$ cat src/rtl/line_burst_adaptor_pkg.sv
// Shared types and sizing for the cache-line to memory-burst adaptor.
// Line/beat geometry lives here so the top and the line buffer agree on it.
package line_adaptor_types;

  localparam int S_OFFSET  = 5;
  localparam int S_LINE    = 256;
  localparam int S_BURST   = 64;
  localparam int NUM_BEATS = S_LINE / S_BURST;

  typedef enum logic [1:0] {
    IDLE = 2'd0,
    RD   = 2'd1,
    WR   = 2'd2,
    DONE = 2'd3
  } adaptor_state_t;

  // Clears the byte-within-line bits so every burst starts on a line boundary.
  function automatic logic [31:0] line_align(input logic [31:0] addr, input int offset_bits);
    logic [31:0] mask;
    mask = ~((32'd1 << offset_bits) - 32'd1);
    return addr & mask;
  endfunction

endpackage

$ cat src/rtl/line_burst_adaptor_buffer.sv
// Line-wide register split into beat-sized slices; a slice can be loaded on
// its own (read assembly) or all slices at once (write line capture).
module line_buffer #(
  parameter  int LINE_W = 256,
  parameter  int BEAT_W = 64,
  localparam int NBEATS = LINE_W / BEAT_W,
  localparam int IDX_W  = $clog2(NBEATS)
) (
  input  logic              clk,
  input  logic              rst,
  input  logic              slice_load_i,
  input  logic [IDX_W-1:0]  slice_idx_i,
  input  logic [BEAT_W-1:0] slice_data_i,
  input  logic              line_load_i,
  input  logic [LINE_W-1:0] line_data_i,
  output logic [LINE_W-1:0] line_o
);

  for (genvar gi = 0; gi < NBEATS; gi++) begin : g_slice
    logic [BEAT_W-1:0] slice_q;

    always_ff @(posedge clk) begin
      if (rst) begin
        slice_q <= '0;
      end else if (line_load_i) begin
        slice_q <= line_data_i[gi*BEAT_W +: BEAT_W];
      end else if (slice_load_i && (slice_idx_i == IDX_W'(gi))) begin
        slice_q <= slice_data_i;
      end
    end

    assign line_o[gi*BEAT_W +: BEAT_W] = slice_q;
  end

endmodule

$ cat src/rtl/line_burst_adaptor.sv
// Turns one cache line read/write into a num_beats-beat memory burst.
// Define LINE_ADAPTOR_EARLY_RESP_EN to answer reads in the last-beat cycle.
module line_burst_adaptor
  import line_adaptor_types::*;
#(
  parameter int s_offset = S_OFFSET,
  parameter int s_line   = S_LINE,
  parameter int s_burst  = S_BURST
) (
  input  logic               clk,
  input  logic               rst,
  input  logic [31:0]        pmem_address,
  input  logic               pmem_read,
  input  logic               pmem_write,
  input  logic [s_line-1:0]  pmem_wdata,
  output logic [s_line-1:0]  pmem_rdata,
  output logic               pmem_resp,
  output logic [31:0]        burst_address,
  output logic               burst_read,
  output logic               burst_write,
  output logic [s_burst-1:0] burst_wdata,
  input  logic [s_burst-1:0] burst_rdata,
  input  logic               burst_resp
);

  localparam int num_beats = s_line / s_burst;
  localparam int cnt_w     = $clog2(num_beats);
  localparam logic [cnt_w-1:0] LAST_BEAT = cnt_w'(num_beats - 1);

`ifdef LINE_ADAPTOR_EARLY_RESP_EN
  localparam adaptor_state_t RD_EXIT = IDLE;
`else
  localparam adaptor_state_t RD_EXIT = DONE;
`endif

  adaptor_state_t    state_q, state_d;
  logic [cnt_w-1:0]  cnt_q, cnt_d;
  logic [31:0]       addr_q, addr_d;

  logic              rd_beat;
  logic              last_rd_beat;
  logic              wr_capture;
  logic [s_line-1:0] rd_line;
  logic [s_line-1:0] wr_line;

  assign rd_beat      = (state_q == RD) && burst_resp;
  assign last_rd_beat = rd_beat && (cnt_q == LAST_BEAT);
  assign wr_capture   = (state_q == IDLE) && pmem_write;

  // Read assembly: beat n lands in slice n.
  line_buffer #(
    .LINE_W (s_line),
    .BEAT_W (s_burst)
  ) u_rd_buf (
    .clk          (clk),
    .rst          (rst),
    .slice_load_i (rd_beat),
    .slice_idx_i  (cnt_q),
    .slice_data_i (burst_rdata),
    .line_load_i  (1'b0),
    .line_data_i  ('0),
    .line_o       (rd_line)
  );

  // Write line captured whole when the request is accepted; kept separate so
  // pmem_rdata is not disturbed by writebacks.
  line_buffer #(
    .LINE_W (s_line),
    .BEAT_W (s_burst)
  ) u_wr_buf (
    .clk          (clk),
    .rst          (rst),
    .slice_load_i (1'b0),
    .slice_idx_i  ('0),
    .slice_data_i ('0),
    .line_load_i  (wr_capture),
    .line_data_i  (pmem_wdata),
    .line_o       (wr_line)
  );

  always_ff @(posedge clk) begin
    if (rst) begin
      state_q <= IDLE;
      cnt_q   <= '0;
      addr_q  <= '0;
    end else begin
      state_q <= state_d;
      cnt_q   <= cnt_d;
      addr_q  <= addr_d;
    end
  end

  always_comb begin
    state_d = state_q;
    cnt_d   = cnt_q;
    addr_d  = addr_q;
    case (state_q)
      IDLE: begin
        cnt_d = '0;
        // Writeback goes first so a dirty victim leaves before its fill.
        if (pmem_write) begin
          addr_d  = line_align(pmem_address, s_offset);
          state_d = WR;
        end else if (pmem_read) begin
          addr_d  = line_align(pmem_address, s_offset);
          state_d = RD;
        end
      end
      RD: begin
        if (burst_resp) begin
          cnt_d = cnt_q + 1'b1;
          if (cnt_q == LAST_BEAT) begin
            state_d = RD_EXIT;
          end
        end
      end
      WR: begin
        if (burst_resp) begin
          cnt_d = cnt_q + 1'b1;
          if (cnt_q == LAST_BEAT) begin
            state_d = DONE;
          end
        end
      end
      DONE: begin
        cnt_d   = '0;
        state_d = IDLE;
      end
      default: begin
        cnt_d   = '0;
        state_d = IDLE;
      end
    endcase
  end

  assign burst_address = addr_q;
  assign burst_read    = (state_q == RD);
  assign burst_write   = (state_q == WR);
  assign burst_wdata   = (state_q == WR) ? wr_line[cnt_q*s_burst +: s_burst] : '0;

`ifdef LINE_ADAPTOR_EARLY_RESP_EN
  assign pmem_resp  = (state_q == DONE) || last_rd_beat;
  assign pmem_rdata = last_rd_beat ? {burst_rdata, rd_line[s_line-s_burst-1:0]} : rd_line;
`else
  assign pmem_resp  = (state_q == DONE);
  assign pmem_rdata = rd_line;
`endif

endmodule

$ cat config.mk
export PLATFORM = sky130hd
export DESIGN_NAME = line_burst_adaptor
export DESIGN_NICKNAME = d
export VERILOG_FILES = /design/src/rtl/line_burst_adaptor_pkg.sv /design/src/rtl/line_burst_adaptor_buffer.sv /design/src/rtl/line_burst_adaptor.sv
export SDC_FILE = /design/constraint.sdc
export NUM_CORES = 1
export LEC_CHECK = 0
export ABC_CLOCK_PERIOD_IN_PS = 3400
export BUFFER_PORTS_ARGS = -buffer_cell sky130_fd_sc_hd__buf_2
export CAP_MARGIN = 20
export CORE_AREA = 3 3 275 277
export CTS_CLUSTER_DIAMETER = 40
export DETAILED_ROUTE_END_ITERATION = 7
export DIE_AREA = 0 0 278 280
export PLACE_DENSITY_LB_ADDON = 0.3
export SKIP_LAST_GASP = 1
export SLEW_MARGIN = 20
export SYNTH_ARGS = -nofsm -noshare
export SYNTH_HDL_FRONTEND = slang
export SYNTH_SLANG_ARGS = --single-unit
$ cat constraint.sdc
create_clock -name clk -period 3.4 [get_ports clk]
set_input_delay 0.68 -clock clk [delete_from_list [all_inputs] [get_ports clk]]
set_output_delay 0.68 -clock clk [all_outputs]
set_load 0.005 [all_outputs]
==> impl_metrics.tcl <==
set metrics [dict create \
    worst_pin_slew_ns 0.978 \
    fin_total_pwr_uw 21000 \
    fillers 7694 \
    critPathCaptureType "primary output" \
    grt_remaining_overflow 0 \
    p_int_uw 14900 \
    drv_cap 0 \
    cp_data_arrival_time_ns 2.39 \
    top_usage_layer "met2" \
    synth.ff_latch_count 543 \
    place.gp.congestion 0.820 \
    path_clk_slew_ns 0.05 \
    design.die.area_mm2 0.0778 \
    ys_seq_area_share_pct 52.5 \
    dr_total_vias 19600 \
    drive_above_1_share_pct 30.2 \
    stdcell_area_mm2 0.0285 \
    netlist.area_leader.share_pct 52.5 \
    grt_max_degree 105 \
    fin_skew_ns 0.0337 \
    drt_iter0_drc 1176 \
    syn_inst 2533 \
    cts_setup_buffers 0 \
    ys_types 25 \
    cts_root_buf "clkbuf_16" \
    grt_setup_unrepaired "no" \
    comb_power_share_pct 17.8 \
    ant_nets 0 \
    synth.avg_cell_area_um2 8.17 \
    power_switching_share_pct 29.1 \
    post_cts_resized 0 \
    cts_tree "yes" \
    core-area_mm2 0.0731 \
    die-width_um 278 \
    postCtsHoldBufs 0 \
    final_util_pct 39.0 \
    path_max_fanout 36 \
    placed_area_mm2 0.0251 \
    worstSetupStartpoint "cnt_q[1]$_SDFFE_PP0P_" \
    p_seq_share_pct 35.5 \
    synth_area_leaders "dfxtp_1, nand2_1, a21oi_1" \
    grtUsageMet3_pct 5.25 \
    start_util_pct 28.3 \
    grt_pass1_wl_um 115000 \
    drt-wirelength-per-cell_um 18.1 \
    critPathKind "reg -> out" \
    worst_skew_pair.late_latency_ns 0.63 \
    vias_per_cell 4.67 \
    setup_tns_ns 0 \
    hold_start "pmem_wdata[133]" \
    ys_warn_count 0 \
    relSlewSlack_pct 34.8 \
    power_switching_uw 6120 \
    clock-sinks 543 \
    r2r-start "state_q[1]$_SDFFE_PP0P_" \
    cp-start-kind "register" \
    dp_hpwl_um 52300 \
    final_common_cell "nand2_1" \
    antenna_found_initial 13 \
    setup_violations 0 \
    io_buffers 701 \
    core.rowCount 99 \
    clock_path_buffers 3 \
    synth_top_cell_by_area "dfxtp_1" \
    peakVddDrop_mv 0.380 \
    area_growth_pct 37.6 \
    grt_util_all_layers_pct 18.8 \
    holdCritPathClass "in -> reg" \
    fin_crit_sh_pct 90.2 \
    numCtsBuffers 89 \
    hold_viol_final 0 \
    p_leak_uw 0.0120 \
    powerDensity_mw_per_mm2 739 \
    pin_count 712 \
    clockPowerShare_pct 46.7 \
    drc 0 \
    drt-pass1-iter-count 5 \
    final_cell_mix "nand2_1, buf_2, dfxtp_1" \
    worst_ep_required_time_ns 2.72 \
    timing.fmax_mhz 326 \
    drt-total-wl_um 76300 \
    post-route-min-period_ns 3.07 \
    use_met1_pct 22.6 \
    die-height_um 280 \
    nNetsFinal 3534 \
    grt_pass1_vias 19300 \
    htree_levels 3 \
    slew_viol_final 0 \
    status "finished clean" \
    use_met2_pct 32.1 \
    netlist_area_mm2 0.0207 \
]
-- cell families (layout without fill, tap and decap cells) --
family	Yosys count	count (layout)	synth area share [%]
XOR/XNOR	1	1	0.0423
adder cells (fa/ha/maj)	9	9	0.544
buffers and inverters	207	912	4.55
other	1	14	0.0181
AO/OA/AOI/OAI	543	543	13.2
multiplexers	68	68	7.17
flip-flops	543	543	52.5
AND/OR/NAND/NOR	1161	1161	21.9
-- metrics by stage --
step	setup slack, ns	hold slack (ns)	instances
after detailed placement	0.905	0.443	4036
after global routing	0.200	0.266	4208
final	0.332	0.291	4210
after CTS	0.225	0.233	4201
after global placement	0.903	0.438	4036
after floorplan	1.33	0.433	2537
-- routing by layer --
layer,vias to the layer above,part of all wire (%)
li1,9556,-
met1,9300,41
met2,641,48
met3,135,7.4
met4,8,3.0
met5,-,0.069
-- synth_stat cells --
cell	n
a211o_1	1
a21oi_1	539
a22oi_1	1
and2_1	65
and3_1	4
buf_1	11
buf_2	79
buf_4	7
buf_6	5
clkbuf_1	100
clkbuf_2	1
conb_1	1
dfxtp_1	543
ha_1	9
inv_1	4
mux2_2	1
mux2i_1	3
mux4_2	64
nand2_1	1080
nand2b_1	2
nand3_1	4
nor2_1	6
o21a_1	1
o21ai_2	1
xnor2_1	1
-- area by class of cell --
class | instances | area (um2) | area share (%)
Multi-Input combinational cell | 1787 | 8930 | 31.4
Inverter | 4 | 15.0 | 0.0527
Sequential cell | 543 | 10900 | 38.2
Tap cell | 959 | 1200 | 4.21
Timing Repair Buffer | 743 | 4120 | 14.5
Clock buffer | 107 | 2420 | 8.48
Antenna cell | 9 | 22.5 | 0.0791
Clock inverter | 58 | 891 | 3.13
-- power by group through the flow --
| stage | clock [uW] | sequential, uW | combinational (uW) |
|---|---|---|---|
| 4_1_cts | 10000 | 7470 | 3810 |
| 5_1_grt | 10300 | 7540 | 4180 |
| 3_3_place_gp | 0 | 7570 | 3770 |
| 2_1_floorplan | 0 | 7480 | 2430 |
| 6_report | 9830 | 7460 | 3740 |
| 3_5_place_dp | 0 | 7590 | 3790 |
-- worst paths after layout --
kind                                                                     end  slack (ns)  cells after the start
worst min register to register                burst_address[18]$_SDFFE_PP0P_        0.45                      2
worst min-delay path             u_wr_buf.g_slice[2].slice_q[5]$_SDFFE_PP0P_        0.29                      3
worst max register to register  u_rd_buf.g_slice[0].slice_q[57]$_SDFFE_PP0P_        1.06                      6
worst max-delay path                                         burst_wdata[13]        0.33                      4
-- worst max-delay path: stages, from the launching register on --
cell	delay, ns
dfxtp_4	0.73
buf_12	0.32
mux4_2	0.33
and2_1	0.21
buf_2	0.14
-- registers in the layout (all words and copies together), names as in the netlist --
name	cells
burst_address	27
u_rd_buf.g_slice.slice_q	256
state_q	2
u_wr_buf.g_slice.slice_q	256
cnt_q	2
Note: power is estimated with default switching activity, not from simulation.
